===== src/rtl/videogen_multi_if.sv =====
`default_nettype none
// ============================================================================
// videogen_multi_if : RGB/sync/DE video bundle between generator and output path
// Rev 1.0
// ============================================================================
interface videogen_multi_if #(
    parameter int COLOR_BITS = 8
);
    logic [COLOR_BITS-1:0] R_out;
    logic [COLOR_BITS-1:0] G_out;
    logic [COLOR_BITS-1:0] B_out;
    logic                  HSYNC_out;
    logic                  VSYNC_out;
    logic                  PCLK_out;
    logic                  ENABLE_out;
    logic                  frame_start;
    logic                  mode_active;

    modport master (
        output R_out, G_out, B_out, HSYNC_out, VSYNC_out, PCLK_out,
        output ENABLE_out, frame_start, mode_active
    );

    modport slave (
        input R_out, G_out, B_out, HSYNC_out, VSYNC_out, PCLK_out,
        input ENABLE_out, frame_start, mode_active
    );
endinterface
`default_nettype wire


===== src/rtl/videogen_multi.sv =====
`default_nettype none
// ============================================================================
// videogen_multi : 480p/576p test-pattern generator; colour bars on pattern 3 via VIDEOGEN_COLORBARS_EN
// Rev 1.0
// ============================================================================
module videogen_multi #(
    parameter int COLOR_BITS = 8,
    parameter int H_OVERSCAN = 40,
    parameter int V_OVERSCAN = 16,
    parameter int CHECK_LOG2 = 3
) (
    input  wire logic                    clk27,
    input  wire logic                    reset_n,
    input  wire logic                    mode_sel,
    input  wire logic [1:0]              pattern_sel,
    input  wire logic [3*COLOR_BITS-1:0] fill_rgb,
    videogen_multi_if.master             vid
);
    localparam logic [9:0] H_ACTIVE     = 10'd720;
    localparam logic [9:0] H_OVS        = 10'(H_OVERSCAN);
    localparam logic [9:0] V_OVS        = 10'(V_OVERSCAN);
    localparam logic [9:0] INNER_X0     = 10'(H_OVERSCAN + (720 - 2*H_OVERSCAN - 512) / 2);
    localparam logic [9:0] INNER_Y0_480 = 10'(V_OVERSCAN + (480 - 2*V_OVERSCAN - 256) / 2);
    localparam logic [9:0] INNER_Y0_576 = 10'(V_OVERSCAN + (576 - 2*V_OVERSCAN - 256) / 2);
    localparam logic [7:0] LVL_MAX      = 8'hFF;
    localparam logic [7:0] LVL_BORDER   = 8'h50;

    logic [9:0]              h_q, h_d, v_q, v_d;
    logic                    mode_q;
    logic [1:0]              pat_q;
    logic [3*COLOR_BITS-1:0] fill_q;
    logic [COLOR_BITS-1:0]   r_q, r_d, g_q, g_d, b_q, b_d;
    logic                    hs_q, vs_q, de_q, fs_q, ma_q;

    logic [9:0] h_last, v_last, h_sync, v_sync, x_start, y_start, v_active, inner_y0;
    logic [9:0] ax, ay;
    logic       frame_end, active, in_window, in_inner;
    logic [7:0] lvl_p0, lvl_chk;

    function automatic logic [COLOR_BITS-1:0] to_cb(input logic [7:0] v8);
        logic [COLOR_BITS-1:0] t;
        t = COLOR_BITS'(v8);
        return t << (COLOR_BITS - 8);
    endfunction

    always_comb begin
        if (mode_q) begin
            h_last   = 10'd863;
            v_last   = 10'd624;
            h_sync   = 10'd64;
            v_sync   = 10'd5;
            x_start  = 10'd132;
            y_start  = 10'd44;
            v_active = 10'd576;
            inner_y0 = INNER_Y0_576;
        end else begin
            h_last   = 10'd857;
            v_last   = 10'd524;
            h_sync   = 10'd62;
            v_sync   = 10'd6;
            x_start  = 10'd122;
            y_start  = 10'd36;
            v_active = 10'd480;
            inner_y0 = INNER_Y0_480;
        end
    end

    assign frame_end = (h_q == h_last) && (v_q == v_last);

    always_comb begin
        h_d = h_q + 10'd1;
        v_d = v_q;
        if (h_q == h_last) begin
            h_d = '0;
            v_d = (v_q == v_last) ? '0 : v_q + 10'd1;
        end
    end

    // Active-relative coordinates; only meaningful while inside the active area.
    assign ax        = h_q - x_start;
    assign ay        = v_q - y_start;
    assign active    = (h_q >= x_start) && (h_q < x_start + H_ACTIVE) &&
                       (v_q >= y_start) && (v_q < y_start + v_active);
    assign in_window = (ax >= H_OVS) && (ax < H_ACTIVE - H_OVS) &&
                       (ay >= V_OVS) && (ay < v_active - V_OVS);
    assign in_inner  = (ax >= INNER_X0) && (ax < INNER_X0 + 10'd512) &&
                       (ay >= inner_y0) && (ay < inner_y0 + 10'd256);
    assign lvl_chk   = (ax[CHECK_LOG2] ^ ay[CHECK_LOG2]) ? LVL_MAX : 8'h00;

    always_comb begin
        if (!in_window) begin
            lvl_p0 = (h_q[0] ^ v_q[0]) ? LVL_MAX : 8'h00;
        end else if (in_inner) begin
            lvl_p0 = 8'((ax - INNER_X0) >> 1);
        end else begin
            lvl_p0 = LVL_BORDER;
        end
    end

`ifdef VIDEOGEN_COLORBARS_EN
    localparam logic [7:0] LVL_BAR = 8'hBF;
    logic [2:0] bar_idx;

    // Bar order white..black maps to index bits as ~R=bit1, ~G=bit2, ~B=bit0.
    always_comb begin
        bar_idx = '0;
        for (int k = 1; k < 8; k++) begin
            if (ax >= 10'(90 * k)) bar_idx = 3'(k);
        end
    end
`endif

    always_comb begin
        r_d = '0;
        g_d = '0;
        b_d = '0;
        if (active) begin
            case (pat_q)
                2'd1: begin
                    r_d = fill_q[3*COLOR_BITS-1 -: COLOR_BITS];
                    g_d = fill_q[2*COLOR_BITS-1 -: COLOR_BITS];
                    b_d = fill_q[COLOR_BITS-1:0];
                end
                2'd2: begin
                    r_d = to_cb(lvl_chk);
                    g_d = to_cb(lvl_chk);
                    b_d = to_cb(lvl_chk);
                end
`ifdef VIDEOGEN_COLORBARS_EN
                2'd3: begin
                    r_d = bar_idx[1] ? '0 : to_cb(LVL_BAR);
                    g_d = bar_idx[2] ? '0 : to_cb(LVL_BAR);
                    b_d = bar_idx[0] ? '0 : to_cb(LVL_BAR);
                end
`endif
                default: begin
                    r_d = to_cb(lvl_p0);
                    g_d = to_cb(lvl_p0);
                    b_d = to_cb(lvl_p0);
                end
            endcase
        end
    end

    always_ff @(posedge clk27 or negedge reset_n) begin
        if (!reset_n) begin
            h_q    <= '0;
            v_q    <= '0;
            mode_q <= 1'b0;
            pat_q  <= '0;
            fill_q <= '0;
            r_q    <= '0;
            g_q    <= '0;
            b_q    <= '0;
            hs_q   <= 1'b0;
            vs_q   <= 1'b0;
            de_q   <= 1'b0;
            fs_q   <= 1'b0;
            ma_q   <= 1'b0;
        end else begin
            h_q <= h_d;
            v_q <= v_d;
            if (frame_end) begin
                mode_q <= mode_sel;
                pat_q  <= pattern_sel;
                fill_q <= fill_rgb;
            end
            r_q  <= r_d;
            g_q  <= g_d;
            b_q  <= b_d;
            hs_q <= (h_q >= h_sync);
            vs_q <= (v_q >= v_sync);
            de_q <= active;
            fs_q <= (h_q == '0) && (v_q == '0);
            ma_q <= mode_q;
        end
    end

    assign vid.R_out       = r_q;
    assign vid.G_out       = g_q;
    assign vid.B_out       = b_q;
    assign vid.HSYNC_out   = hs_q;
    assign vid.VSYNC_out   = vs_q;
    assign vid.ENABLE_out  = de_q;
    assign vid.frame_start = fs_q;
    assign vid.mode_active = ma_q;
    assign vid.PCLK_out    = clk27;
endmodule
`default_nettype wire


===== src/flat_wrapper.sv =====
// flat-port wrapper written by rule: the top's interface ports become plain ports
module videogen_multi_flat 
#(
    parameter int COLOR_BITS = 8,
    parameter int H_OVERSCAN = 40,
    parameter int V_OVERSCAN = 16,
    parameter int CHECK_LOG2 = 3
)
  (clk27, reset_n, mode_sel, pattern_sel, fill_rgb, vid_R_out, vid_G_out, vid_B_out, vid_HSYNC_out, vid_VSYNC_out, vid_PCLK_out, vid_ENABLE_out, vid_frame_start, vid_mode_active);
  videogen_multi_if #(.COLOR_BITS(COLOR_BITS)) vid_i ();
  input  wire logic clk27;
  input  wire logic reset_n;
  input  wire logic mode_sel;
  input  wire logic [1:0] pattern_sel;
  input  wire logic [3*COLOR_BITS-1:0] fill_rgb;
  output wire logic [$bits(vid_i.R_out)-1:0] vid_R_out;
  output wire logic [$bits(vid_i.G_out)-1:0] vid_G_out;
  output wire logic [$bits(vid_i.B_out)-1:0] vid_B_out;
  output wire logic [$bits(vid_i.HSYNC_out)-1:0] vid_HSYNC_out;
  output wire logic [$bits(vid_i.VSYNC_out)-1:0] vid_VSYNC_out;
  output wire logic [$bits(vid_i.PCLK_out)-1:0] vid_PCLK_out;
  output wire logic [$bits(vid_i.ENABLE_out)-1:0] vid_ENABLE_out;
  output wire logic [$bits(vid_i.frame_start)-1:0] vid_frame_start;
  output wire logic [$bits(vid_i.mode_active)-1:0] vid_mode_active;
  assign vid_R_out = vid_i.R_out;
  assign vid_G_out = vid_i.G_out;
  assign vid_B_out = vid_i.B_out;
  assign vid_HSYNC_out = vid_i.HSYNC_out;
  assign vid_VSYNC_out = vid_i.VSYNC_out;
  assign vid_PCLK_out = vid_i.PCLK_out;
  assign vid_ENABLE_out = vid_i.ENABLE_out;
  assign vid_frame_start = vid_i.frame_start;
  assign vid_mode_active = vid_i.mode_active;
  videogen_multi #(.COLOR_BITS(COLOR_BITS), .H_OVERSCAN(H_OVERSCAN), .V_OVERSCAN(V_OVERSCAN), .CHECK_LOG2(CHECK_LOG2)) u_core (.clk27(clk27), .reset_n(reset_n), .mode_sel(mode_sel), .pattern_sel(pattern_sel), .fill_rgb(fill_rgb), .vid(vid_i));
endmodule

===== config.mk =====
export PLATFORM = sky130hd
export DESIGN_NAME = videogen_multi_flat
export DESIGN_NICKNAME = d
export VERILOG_FILES = /design/src/rtl/videogen_multi_if.sv /design/src/rtl/videogen_multi.sv /design/src/flat_wrapper.sv
export SDC_FILE = /design/constraint.sdc
export NUM_CORES = 1
export LEC_CHECK = 0
export ABC_AREA = 0
export BUFFER_PORTS_ARGS = -buffer_cell sky130_fd_sc_hd__buf_2
export CAP_MARGIN = 40
export CELL_PAD_IN_SITES_DETAIL_PLACEMENT = 1
export CELL_PAD_IN_SITES_GLOBAL_PLACEMENT = 1
export CORE_MARGIN = 1.5
export CORE_UTILIZATION = 40
export CTS_CLUSTER_SIZE = 14
export DETAILED_ROUTE_END_ITERATION = 7
export GPL_ROUTABILITY_DRIVEN = 0
export GPL_TIMING_DRIVEN = 1
export HOLD_SLACK_MARGIN = 0.15
export PLACE_DENSITY = 0.82
export SETUP_SLACK_MARGIN = 0.5
export SLEW_MARGIN = 20
export SYNTH_ARGS = -nofsm -noshare
export SYNTH_HDL_FRONTEND = slang
export SYNTH_SLANG_ARGS = --single-unit

===== constraint.sdc =====
create_clock -name clk27 -period 5.93 [get_ports clk27]
set_input_delay 0.593 -clock clk27 [delete_from_list [all_inputs] [get_ports clk27]]
set_output_delay 0.593 -clock clk27 [all_outputs]
set_load 0.01 [all_outputs]

==> impl_results.md, run 1 <==
* Ports at 59
* Post-synth top area share at about two fifths
* Yosys warns at 0
* Design Power at 0.001238 W
* Critical path depth in cells at 15
* Max IR drop VDD at ~230 uV
* Fin crit share at between 80% and 90%
* Commonest cells in the netlist: dfrtp_1, nand2_1, ha_1, nor2_1
* CP top delay family: compound AO/OA/AOI/OAI gates
* PortBufs at 58
* Leading area contributor after synthesis: dfrtp_1
* Post-synth EDFFs at 0
* FF-to-FF path depth at 15
* CTS tree: built
* Post-CTS setup buffers at 0
* # DRC at 0
* Critical path arrival at between 5 and 6 ns
* Die width at 109.5 um
* Unrepaired setup endpoints after global routing: no
* Largest family of logic cells by synthesized area: compound AO/OA/AOI/OAI gates
* Register clock-pin slew on the reported worst setup and hold paths at roughly 0.06 ns
* Final count of negative-setup-slack endpoints at 0
* Status: finished, final reports clean
* Cts repair resizes at 0
* Tmin final at about 5.0 ns
* Worst-skew pair later-pin latency at approximately 0.46 ns
* Worst min-delay path class: in2reg
* Syn_area_per_cell at around 10 um2
* Simple-gate area share of the yosys netlist at between 10% and 20%
* Final #Nets at between 500 and 600
* Worst path slowest cell: dfrtp_1
* Antenna cells at 0
* Top-count cell post-synth: dfrtp_1
* Multiplexer share of the synthesized area at 6.404%
* Crit path buffers/inverters at 2
* Max-slew violation count at 0
* Post-Syn Nets at 512
* Final Skew at 0.004515 ns
* F_max at a little under 0.2 GHz
* Layout area overhead at 18.30%
* Share of cells above drive strength 1 at 23.58%
* CTS Hold Bufs at 1
* Std-Cell Rows at 38
* Pin count of the biggest net entering global routing at 56
* Initial antenna violation count at 0
* Detailed Route WL at 12240 um
* Worst path max stage delay at approximately 0.71 ns
* Critical-path cell list: inv_1, ha_1, a211o_1, a21oi_1, xnor2_1, inv_1, ha_1, and3b_1, a221oi_1, o21ai_0, a311oi_2, nand2_1, o311a_1, a41o_1, a21boi_1
* Predominant post-synthesis flop cell: dfrtp_1
* Synthesized instance count at 450
* Number of global-route vias before repair at a little under 4000
* 1st-pass router iterations at 4
* Initial DRC Count at 141
* DR vias at about 3700
* Area contributors post-synth: dfrtp_1, ha_1, mux2_2
* Hold Startpoint: pattern_sel[0]
* Initial Utilization at around 41%
* WP data required at around 6.3 ns
* Adder-Cell Fraction of Synth Area at 9.440%
* CP Launch Type: flop
* Slew margin rel. at slightly below 60%
* Static leakage at 2.634 nW
* Hold path depth at 3
* Final Core Density at 49.04%
* Crit. End Element: flop
* Post-synthesis xor/xnor area fraction at 5.217%
* Post-synthesis sequential area ratio at a little over two fifths
* Finished Cell Area at roughly 5400 um2
* DR vias/cell at approximately 5.6
* Crit path launch: u_core.mode_q
* DR WL/cell at between 15 and 20 um
* Core Box Area at between 10000 and 15000 um2
* Max Cap Viol at 0
* Synth Area in Compound Gates at between 10% and 20%
* WHS at ~0.36 ns
* Worst flop-to-flop path startpoint: u_core.mode_q
* Antenna Nets Post-Route at 0
* Full die area at roughly 12000 um2
* Mapped cell area at 4533 um2
* Async SR Flop Fraction at 100.0%
* CP Class: reg2reg
* Die Ht at 109.5 um
* Post-synth cell types at 65
* Placed Area at 4950 um2
* Critical Path Fanout Max at 15
* Fin. Hold Viols at 0
* Tightest Pin Transition at just over 0.6 ns
* Setup TNS Final at 0 ns
* Cell Pwr Density at 230.8 nW/um2
* Global-route wire length before repair at roughly 20000 um
* Placed wire-length estimate at 8777 um
* Filler instances at 1243
* Gr usage total at 22.05%
* Post-synthesis register bit count at 76
* Total gr overflow at 0
==> worst register-to-register path, stage by stage (launching register included) <==
cell and delay (ns):
dfrtp_1 0.71, inv_1 0.46, ha_1 0.45, a211o_1 0.34, a21oi_1 0.20, xnor2_1 0.21
inv_1 0.12, ha_1 0.37, and3b_1 0.21, a221oi_1 0.36, o21ai_0 0.19, a311oi_2 0.33
nand2_1 0.11, o311a_1 0.42, a41o_1 0.27, a21boi_1 0.14
==> where the power goes <==
group | internal (W) | switching [W] | total (W)
sequential | 0.000519 | 0 | 0.000519
combinational | 0.00000905 | 0.0000136 | 0.0000226
clock | 0.000457 | 0.000239 | 0.000696
total | 0.000985 | 0.000253 | 0.00124
==> flip-flops by register name, indices dropped and copies added, names as in the netlist <==
signal / cells
u_core.vid.VSYNC_out: 1
u_core.vid.frame_start: 1
u_core.v_q: 10
u_core.fill_q: 24
u_core.vid.G_out: 8
u_core.vid.mode_active: 1
u_core.vid.B_out: 8
u_core.mode_q: 1
u_core.vid.R_out: 8
u_core.vid.ENABLE_out: 1
u_core.pat_q: 2
u_core.h_q: 10
u_core.vid.HSYNC_out: 1
==> metal layers <==
| layer | share of wire, % | global-route usage [%] |
|---|---|---|
| met1 | 44 | 27.58 |
| met2 | 50 | 37.31 |
| met3 | 3.8 | 4.149 |
| met4 | 2.0 | 9.091 |
| met5 | 0 | 0 |
==> cell type report <==
| type | instances | area [um2] | area share [%] |
|---|---|---|---|
| clock buffers | 13 | 305.3 | 5.693 |
| well taps | 140 | 175.2 | 3.266 |
| repair buffers | 64 | 370.4 | 6.906 |
| inverters | 24 | 90.09 | 1.680 |
| flip-flops and latches | 76 | 1902 | 35.46 |
| clock inverters | 6 | 87.58 | 1.633 |
| multi-input cells | 326 | 2432 | 45.36 |
==> path summary, 6_finish.rpt <==
| check | slack [ns] | endpoint |
|---|---|---|
| worst max-delay path | 0.90 | u_core.vid.G_out[0] |
| worst min-delay path | 0.36 | u_core.pat_q[0] |
| worst max register to register | 0.90 | u_core.vid.G_out[0] |
| worst min register to register | 0.51 | u_core.fill_q[22] |
| max in group asynchronous | 4.77 | u_core.vid.mode_active |
| min in group asynchronous | 0.59 | u_core.fill_q[0] |
==> layout by cell type (no fill, tap or decap), drive strengths merged, types with 5 or more instances in the layout <==
cell	netlist	layout
dfrtp	76	76
buf	11	64
nand2	38	38
ha	31	31
nor2	27	27
inv	24	25
a21oi	24	24
mux2	24	24
o21ai	18	18
xnor2	14	14
nand3	13	13
xor2	13	13
clkbuf	13	12
a21boi	12	12
nor3	8	8
nor2b	6	6
nand2b	6	6
a211oi	6	6
a21o	5	5
nand4	5	5
==> per-stage QoR <==
stage | setup slack (ns) | instances
finish | 0.9020 | 649
global route | 0.6638 | 649
CTS | 0.9960 | 648
detailed placement | 1.109 | 629
global placement | 1.441 | 628
floorplan | 1.862 | 450
==> kinds of logic after synthesis <==
logic type | Yosys count
AOI/OAI and AO/OA | 105
xor gates and xnor gates | 27
adders and majority gates | 33
buffers and inverters | 48
DFF | 76
muxes | 26
and+or+nand+nor | 135
Note: power is estimated with default switching activity, not from simulation.
==> run 2, diff against run 1 <==
PLACE_DENSITY = 0.85   (was 0.82)
clock period = 4.1 ns   (was 5.93 ns; I/O delays follow)
==> impl_results.md, run 2 (same netlist as run 1, synthesis figures left out) <==
* Most Used Layer, Global Route: met2 (unchanged)
* Unrepaired setup endpoints after global routing: yes (was no)
* CP top delay family: compound AO/OA/AOI/OAI gates (unchanged)
* Detailed Route WL at 17630 um (was 12240 um)
* Pin count of the biggest net entering global routing at 60 (was 56)
* Std-Cell Rows at 38 (unchanged)
* Filler instances at 1207 (was 1243)
* Cell Pwr Density at 297.2 nW/um2 (was 230.8 nW/um2)
* Finished Cell Area at 5859 um2 (was 5363 um2)
* Placed wire-length estimate at 9281 um (was 8777 um)
* Reg with most FFs: u_core.fill_q (unchanged)
* Initial DRC Count at 297 (was 141)
* Slew margin rel. at 56.65% (was 58.98%)
* Max FFs per register at 24 (unchanged)
* Number of global-route vias before repair at 4354 (was 3967)
* Fin crit share at 98.62% (was 84.79%)
* DR WL/cell at 26.20 um (was 18.86 um)
* Initial antenna violation count at 0 (unchanged)
* Worst path max stage delay at 0.49 ns (was 0.71 ns)
* Placed Area at 5039 um2 (was 4950 um2)
* Die Ht at 109.5 um (unchanged)
* Worst-skew pair later-pin latency at 0.48 ns (was 0.46 ns)
* Fin. Hold Viols at 0 (unchanged)
* Gr usage total at 27.20% (was 22.05%)
* CP Class: reg2reg (unchanged)
* Commonest cells after routing, fill and taps aside: dfrtp_1, buf_2, nand2_1 (unchanged)
* Initial Utilization at 41.45% (unchanged)
* Crit. End Element: flop (unchanged)
* Most common cell after layout, fill and taps aside: dfrtp_1 (unchanged)
* Layout area overhead at 29.26% (was 18.30%)
* Final count of negative-setup-slack endpoints at 0 (unchanged)
* CTS tree: built (unchanged)
* F_max at 0.2473 GHz (was 0.1989 GHz)
* Register clock-pin slew on the reported worst setup and hold paths at 0.07 ns (was 0.06 ns)
* CP Launch Type: flop (unchanged)
* Max IR drop VDD at 257.7 uV (was 233.3 uV)
* Tightest Pin Transition at 0.6435 ns (was 0.6057 ns)
* WP data required at 4.45 ns (was 6.26 ns)
* Ports at 59 (unchanged)
* Status: finished, final reports clean (unchanged)
* Critical-path cell list: clkinvlp_4, fa_2, o21a_1, nor3_1, xor2_1, ha_1, nand2_1, o21ai_2, a311oi_2, buf_4, buf_4, nor3b_2, o21ai_2, a311oi_1 (was inv_1, ha_1, a211o_1, a21oi_1, xnor2_1, inv_1, ha_1, and3b_1, a221oi_1, o21ai_0, a311oi_2, nand2_1, o311a_1, a41o_1, a21boi_1)
* Critical Path Fanout Max at 6 (was 15)
* Tmin final at 4.044 ns (was 5.028 ns)
* Core Box Area at 10940 um2 (unchanged)
* Met2 Usage GRT at 47.43% (was 37.31%)
* Largest regs: u_core.fill_q x24, u_core.h_q x10, u_core.v_q x10 (unchanged)
* 1st-pass router iterations at 4 (unchanged)
* PortBufs at 58 (unchanged)
* Met3 usage at 5.928% (was 4.149%)
* Die width at 109.5 um (unchanged)
* DR vias/cell at 6.340 (was 5.627)
* Critical path arrival at 4.39 ns (was 5.36 ns)
* Crit path buffers/inverters at 3 (was 2)
* DR vias at 4267 (was 3652)
* Static leakage at 2.786 nW (was 2.634 nW)
* # DRC at 0 (unchanged)
* Max Cap Viol at 0 (unchanged)
* Share of cells above drive strength 1 at 36.28% (was 23.58%)
* Global-route wire length before repair at 24010 um (was 20100 um)
* Max-slew violation count at 0 (unchanged)
* WHS at 0.1631 ns (was 0.3584 ns)
* Final Core Density at 53.58% (was 49.04%)
* Total gr overflow at 0 (unchanged)
* Antenna Nets Post-Route at 0 (unchanged)
* Worst path slowest cell: xor2_1 (was dfrtp_1)
* Grt met1 use at 31.04% (was 27.58%)
* Final #Nets at 589 (was 567)
* Full die area at 11980 um2 (unchanged)
* Worst min-delay path class: in2reg (unchanged)
* Final Skew at 0.01395 ns (was 0.004515 ns)
-- run 2: changes by cell type in the layout (fill, tap and decap cells not counted), sizes merged --
cell	before	now
buf	64	86
clkinvlp	0	3
bufinv	2	0
clkinv	3	1
inv	25	27
diode	0	1
-- run 2: path summary, 6_finish.rpt --
| path | slack, ns | start | depth (start not counted) | to |
|---|---|---|---|---|
| min reg2reg | 0.51 | u_core.fill_q[13] | 1 | u_core.fill_q[13] |
| max reg2reg | 0.06 | u_core.mode_q | 14 | u_core.vid.G_out[4] |
| min in group asynchronous | 0.34 | reset_n | 2 | u_core.vid.VSYNC_out |
| min | 0.16 | fill_rgb[15] | 2 | u_core.fill_q[15] |
| max | 0.06 | u_core.mode_q | 14 | u_core.vid.G_out[4] |
| max in group asynchronous | 3.17 | reset_n | 3 | u_core.fill_q[20] |
-- run 2: power breakdown --
group / leakage [nW] / switching [W] / internal (W)
clock: 0.176 / 0.000408 / 0.000552
combinational: 1.58 / 0.0000196 / 0.0000131
sequential: 1.03 / 0 / 0.000749
total: 2.79 / 0.000427 / 0.00131
-- run 2: cell type report --
cell class | instances | area, um2 | area share (%)
multi-input cells | 326 | 2779 | 47.43
flip-flops and latches | 76 | 1903 | 32.48
repair buffers | 86 | 543.0 | 9.268
clock buffers | 13 | 305.3 | 5.210
well taps | 140 | 175.2 | 2.990
inverters | 24 | 93.84 | 1.602
clock inverters | 7 | 57.56 | 0.9823
diodes | 1 | 2.502 | 0.04271
-- run 2: stage by stage --
step | power [W] | setup TNS [ns] | instances | setup WS [ns]
2_1_floorplan | 0.0007843 | 0 | 450 | 0.3237
3_3_place_gp | 0.0008067 | 0 | 633 | 0.2898
3_5_place_dp | 0.0008109 | -0.003124 | 634 | -0.003124
4_1_cts | 0.001730 | 0 | 666 | 0.2212
5_1_grt | 0.001780 | -0.1176 | 672 | -0.09188
6_report | 0.001741 | 0 | 673 | 0.05650
-- run 2: metal layers --
layer,wire (um),share of wire [%]
met1,6677,38
met2,9102,52
met3,841,4.8
met4,1012,5.7
met5,0,0
-- run 2: repair_timing --
action,in CTS,in global routing
endpoints found under the setup margin,24,24
endpoints found under the hold margin,17,0
resized for setup,26,30
hold buffers,1,0
pin swaps,12,13
buffers inserted,12,5
==> run 3, diff against run 2 <==
ABC_AREA = 1   (was 0)
CORE_UTILIZATION = 39   (was 40)
PLACE_DENSITY = 0.86   (was 0.85)
==> impl_results.md, run 3 <==
* Tightest Pin Transition at 0.8384 ns (was 0.6435 ns)
* Critical Path Fanout Max at 8 (was 6)
* Adder-Cell Fraction of Synth Area at 8.729% (was 9.440%)
* FF-to-FF End: u_core.vid.G_out[7] (was u_core.vid.G_out[4])
* Total gr overflow at 0 (unchanged)
* Async SR Flop Fraction at 100.0% (unchanged)
* Antenna cells at 0 (was 1)
* Hold path endpoint: u_core.fill_q[20] (was u_core.fill_q[15])
* CP Launch Type: flop (unchanged)
* Post-synthesis xor/xnor area fraction at 2.323% (was 5.217%)
* Hold path depth at 3 (was 2)
* Number of global-route vias before repair at 4823 (was 4354)
* Detailed Route WL at 15000 um (was 17630 um)
* Design Power at 0.001903 W (was 0.001741 W)
* Largest regs: u_core.fill_q x24, u_core.h_q x10, u_core.v_q x10 (unchanged)
* Final count of negative-setup-slack endpoints at 0 (unchanged)
* Initial Utilization at 40.48% (was 41.45%)
* Most common cell after layout, fill and taps aside: nand2_1 (was dfrtp_1)
* Post-synth top area share at 38.80% (was 41.95%)
* Max-slew violation count at 0 (unchanged)
* Cts repair resizes at 0 (was 26)
* Std-Cell Rows at 40 (was 38)
* Fin. Hold Viols at 0 (unchanged)
* Share of cells above drive strength 1 at 19.19% (was 36.28%)
* Setup TNS Final at 0 ns (unchanged)
* Max IR drop VDD at 284.8 uV (was 257.7 uV)
* Syn_area_per_cell at 7.684 um2 (was 10.07 um2)
* Final Skew at 0.005749 ns (was 0.01395 ns)
* Worst path slowest cell: dfrtp_1 (was xor2_1)
* Register clock-pin slew on the reported worst setup and hold paths at 0.06 ns (was 0.07 ns)
* Hold Startpoint: fill_rgb[20] (was fill_rgb[15])
* Cell Pwr Density at 321.8 nW/um2 (was 297.2 nW/um2)
* Antenna Nets Post-Route at 0 (unchanged)
* Worst flop-to-flop path startpoint: u_core.v_q[3] (was u_core.mode_q)
* # DRC at 0 (unchanged)
* F_max at 0.3011 GHz (was 0.2473 GHz)
* Synth Area in Compound Gates at 10.52% (was 17.06%)
* Worst min-delay path class: in2reg (unchanged)
* Register area at 1902 um2 (was 1903 um2)
* Commonest cells after routing, fill and taps aside: nand2_1, dfrtp_1, a21oi_1 (was dfrtp_1, buf_2, nand2_1)
* Status: finished, final reports clean (unchanged)
* Area contributors post-synth: dfrtp_1, nand2_1, ha_1 (was dfrtp_1, ha_1, mux2_2)
* Final #Nets at 771 (was 589)
* Worst path max stage delay at 0.49 ns (about the same)
* Core Box Area at 12110 um2 (was 10940 um2)
* Full die area at 13250 um2 (was 11980 um2)
* Crit. End Element: flop (unchanged)
* Yosys warns at 0 (unchanged)
* Unrepaired setup endpoints after global routing: no (was yes)
* Static leakage at 2.992 nW (was 2.786 nW)
* Leading area contributor after synthesis: dfrtp_1 (unchanged)
* Global-route wire length before repair at 24700 um (was 24010 um)
* Post-synthesis sequential area ratio at 38.80% (was 41.95%)
* CP Class: reg2reg (unchanged)
* Filler instances at 1552 (was 1207)
* Tmin final at 3.321 ns (was 4.044 ns)
* Commonest cells in the netlist: nand2_1, dfrtp_1, a21oi_1, inv_1, nor2_1 (was dfrtp_1, nand2_1, ha_1, nor2_1)
* Worst-skew pair later-pin latency at 0.46 ns (was 0.48 ns)
* Layout area overhead at 20.62% (was 29.26%)
* Die Ht at 115.1 um (was 109.5 um)
* Initial antenna violation count at 0 (unchanged)
* Crit path buffers/inverters at 2 (was 3)
* Largest family of logic cells by synthesized area: simple AND/OR/NAND/NOR gates (was compound AO/OA/AOI/OAI gates)
* Synthesized instance count at 638 (was 450)
* 1st-pass router iterations at 4 (unchanged)
* Post-synth cell types at 47 (was 65)
* Max Cap Viol at 0 (unchanged)
* Predominant post-synthesis flop cell: dfrtp_1 (unchanged)
* Ports at 59 (unchanged)
* Max FFs per register at 24 (unchanged)
* Placed wire-length estimate at 10750 um (was 9281 um)
* Fin crit share at 80.99% (was 98.62%)
* DR vias/cell at 5.212 (was 6.340)
* Multiplexer share of the synthesized area at 0% (was 6.404%)
* Post-synthesis register bit count at 76 (unchanged)
* Reg with most FFs: u_core.fill_q (unchanged)
* Gr usage total at 23.88% (was 27.20%)
* CP top delay family: simple AND/OR/NAND/NOR gates (was compound AO/OA/AOI/OAI gates)
* Pin count of the biggest net entering global routing at 60 (unchanged)
* CTS tree: built (unchanged)
* Most used cell along the critical path: nand2_1
* PortBufs at 58 (unchanged)
* Simple-gate area share of the yosys netlist at 32.21% (was 15.54%)
* DR WL/cell at 17.01 um (was 26.20 um)
* DR vias at 4597 (was 4267)
* Top-count cell post-synth: nand2_1 (was dfrtp_1)
* FF-to-FF setup slack at 0.78 ns (was 0.06 ns)
* Initial DRC Count at 310 (was 297)
* FF-to-FF path depth at 17 (was 14)
* Mapped cell area at 4902 um2 (was 4533 um2)
* WP data required at 4.46 ns (was 4.45 ns)
* Post-Syn Nets at 700 (was 512)
* Area occupied by multi-input gates at 2636 um2 (was 2779 um2)
* Post-synth EDFFs at 0 (unchanged)
* Slew margin rel. at 44.11% (was 56.65%)
* Critical-path cell list: ha_1, inv_1, o21ai_2, nand2_2, nand2_1, xor2_1, inv_1, ha_1, a21oi_1, nand2_1, nand2_1, nand2_4, nor2_8, nand4_1, nand2_1, nand2_2, a21oi_1 (was clkinvlp_4, fa_2, o21a_1, nor3_1, xor2_1, ha_1, nand2_1, o21ai_2, a311oi_2, buf_4, buf_4, nor3b_2, o21ai_2, a311oi_1)
* Die width at 115.1 um (was 109.5 um)
* Critical path arrival at 3.68 ns (was 4.39 ns)
* Post-CTS setup buffers at 0 (was 12)
==> run 3: repair_timing <==
item / in CTS / in global routing
endpoints found under the hold margin: 25 / 0
hold buffers: 9 / 0
endpoints found under the setup margin: 0 / 0
==> run 3: kinds of logic after synthesis <==
kind of cell / after synthesis
DFF: 76
AOI/OAI and AO/OA: 92
xor gates and xnor gates: 10
adders and majority gates: 33
buffers and inverters: 88
and+or+nand+nor: 339
==> run 3: per-layer routing <==
metal | global-route usage [%] | routed length [um] | vias up
met5 | 0 | 0 | -
met4 | 6.667 | 167 | 0
met3 | 4.797 | 522 | 13
met2 | 40.36 | 7447 | 95
met1 | 31.23 | 6866 | 2281
li1 | - | - | 2208
==> run 3: worst max-delay path by stage <==
stage / slack [ns] / start / endpoint / depth (start not counted)
final: 0.78 / u_core.v_q[3] / u_core.vid.G_out[7] / 17
after global routing: 0.57 / u_core.mode_q / u_core.vid.B_out[4] / 21
after floorplan: 0.88 / u_core.mode_q / u_core.vid.B_out[4] / 21
after detailed placement: 0.93 / u_core.v_q[3] / u_core.vid.G_out[7] / 19
after global placement: 1.09 / u_core.v_q[3] / u_core.vid.B_out[4] / 20
after CTS: 0.84 / u_core.v_q[3] / u_core.vid.G_out[7] / 19
==> run 3: tightest hold or removal path: cells and delay by family <==
family        cells  cell delay [ns]
buf+inv           1             0.08
simple gates      2             0.09
==> run 3: power by group <==
part	switching [W]	internal (W)
sequential	0	0.000750
combinational	0.0000193	0.0000178
clock	0.000378	0.000738
total	0.000397	0.00151
==> run 3: area by class of cell <==
class                      count  area share (%)
clock buffer                  13           5.163
clock inverter                 7           2.201
inverter                      68           4.317
multi-input combinational    474           44.58
sequential                    76           32.16
tap                          168           3.555
timing repair buffer          76           8.019
==> run 3: stage by stage <==
stage / cells / hold slack (ns) / util (%) / area, um2 / setup slack (ns)
6_report: 882 / 0.1511 / 48.82 / 5913 / 0.7794
4_1_cts: 880 / 0.1504 / 48.69 / 5897 / 0.8356
5_1_grt: 882 / 0.1527 / 48.82 / 5913 / 0.5661
3_5_place_dp: 852 / 0.3083 / 44.39 / 5376 / 0.9278
2_1_floorplan: 638 / 0.1144 / - / 4902 / 0.8844
3_3_place_gp: 851 / 0.4648 / 44.16 / 5349 / 1.092
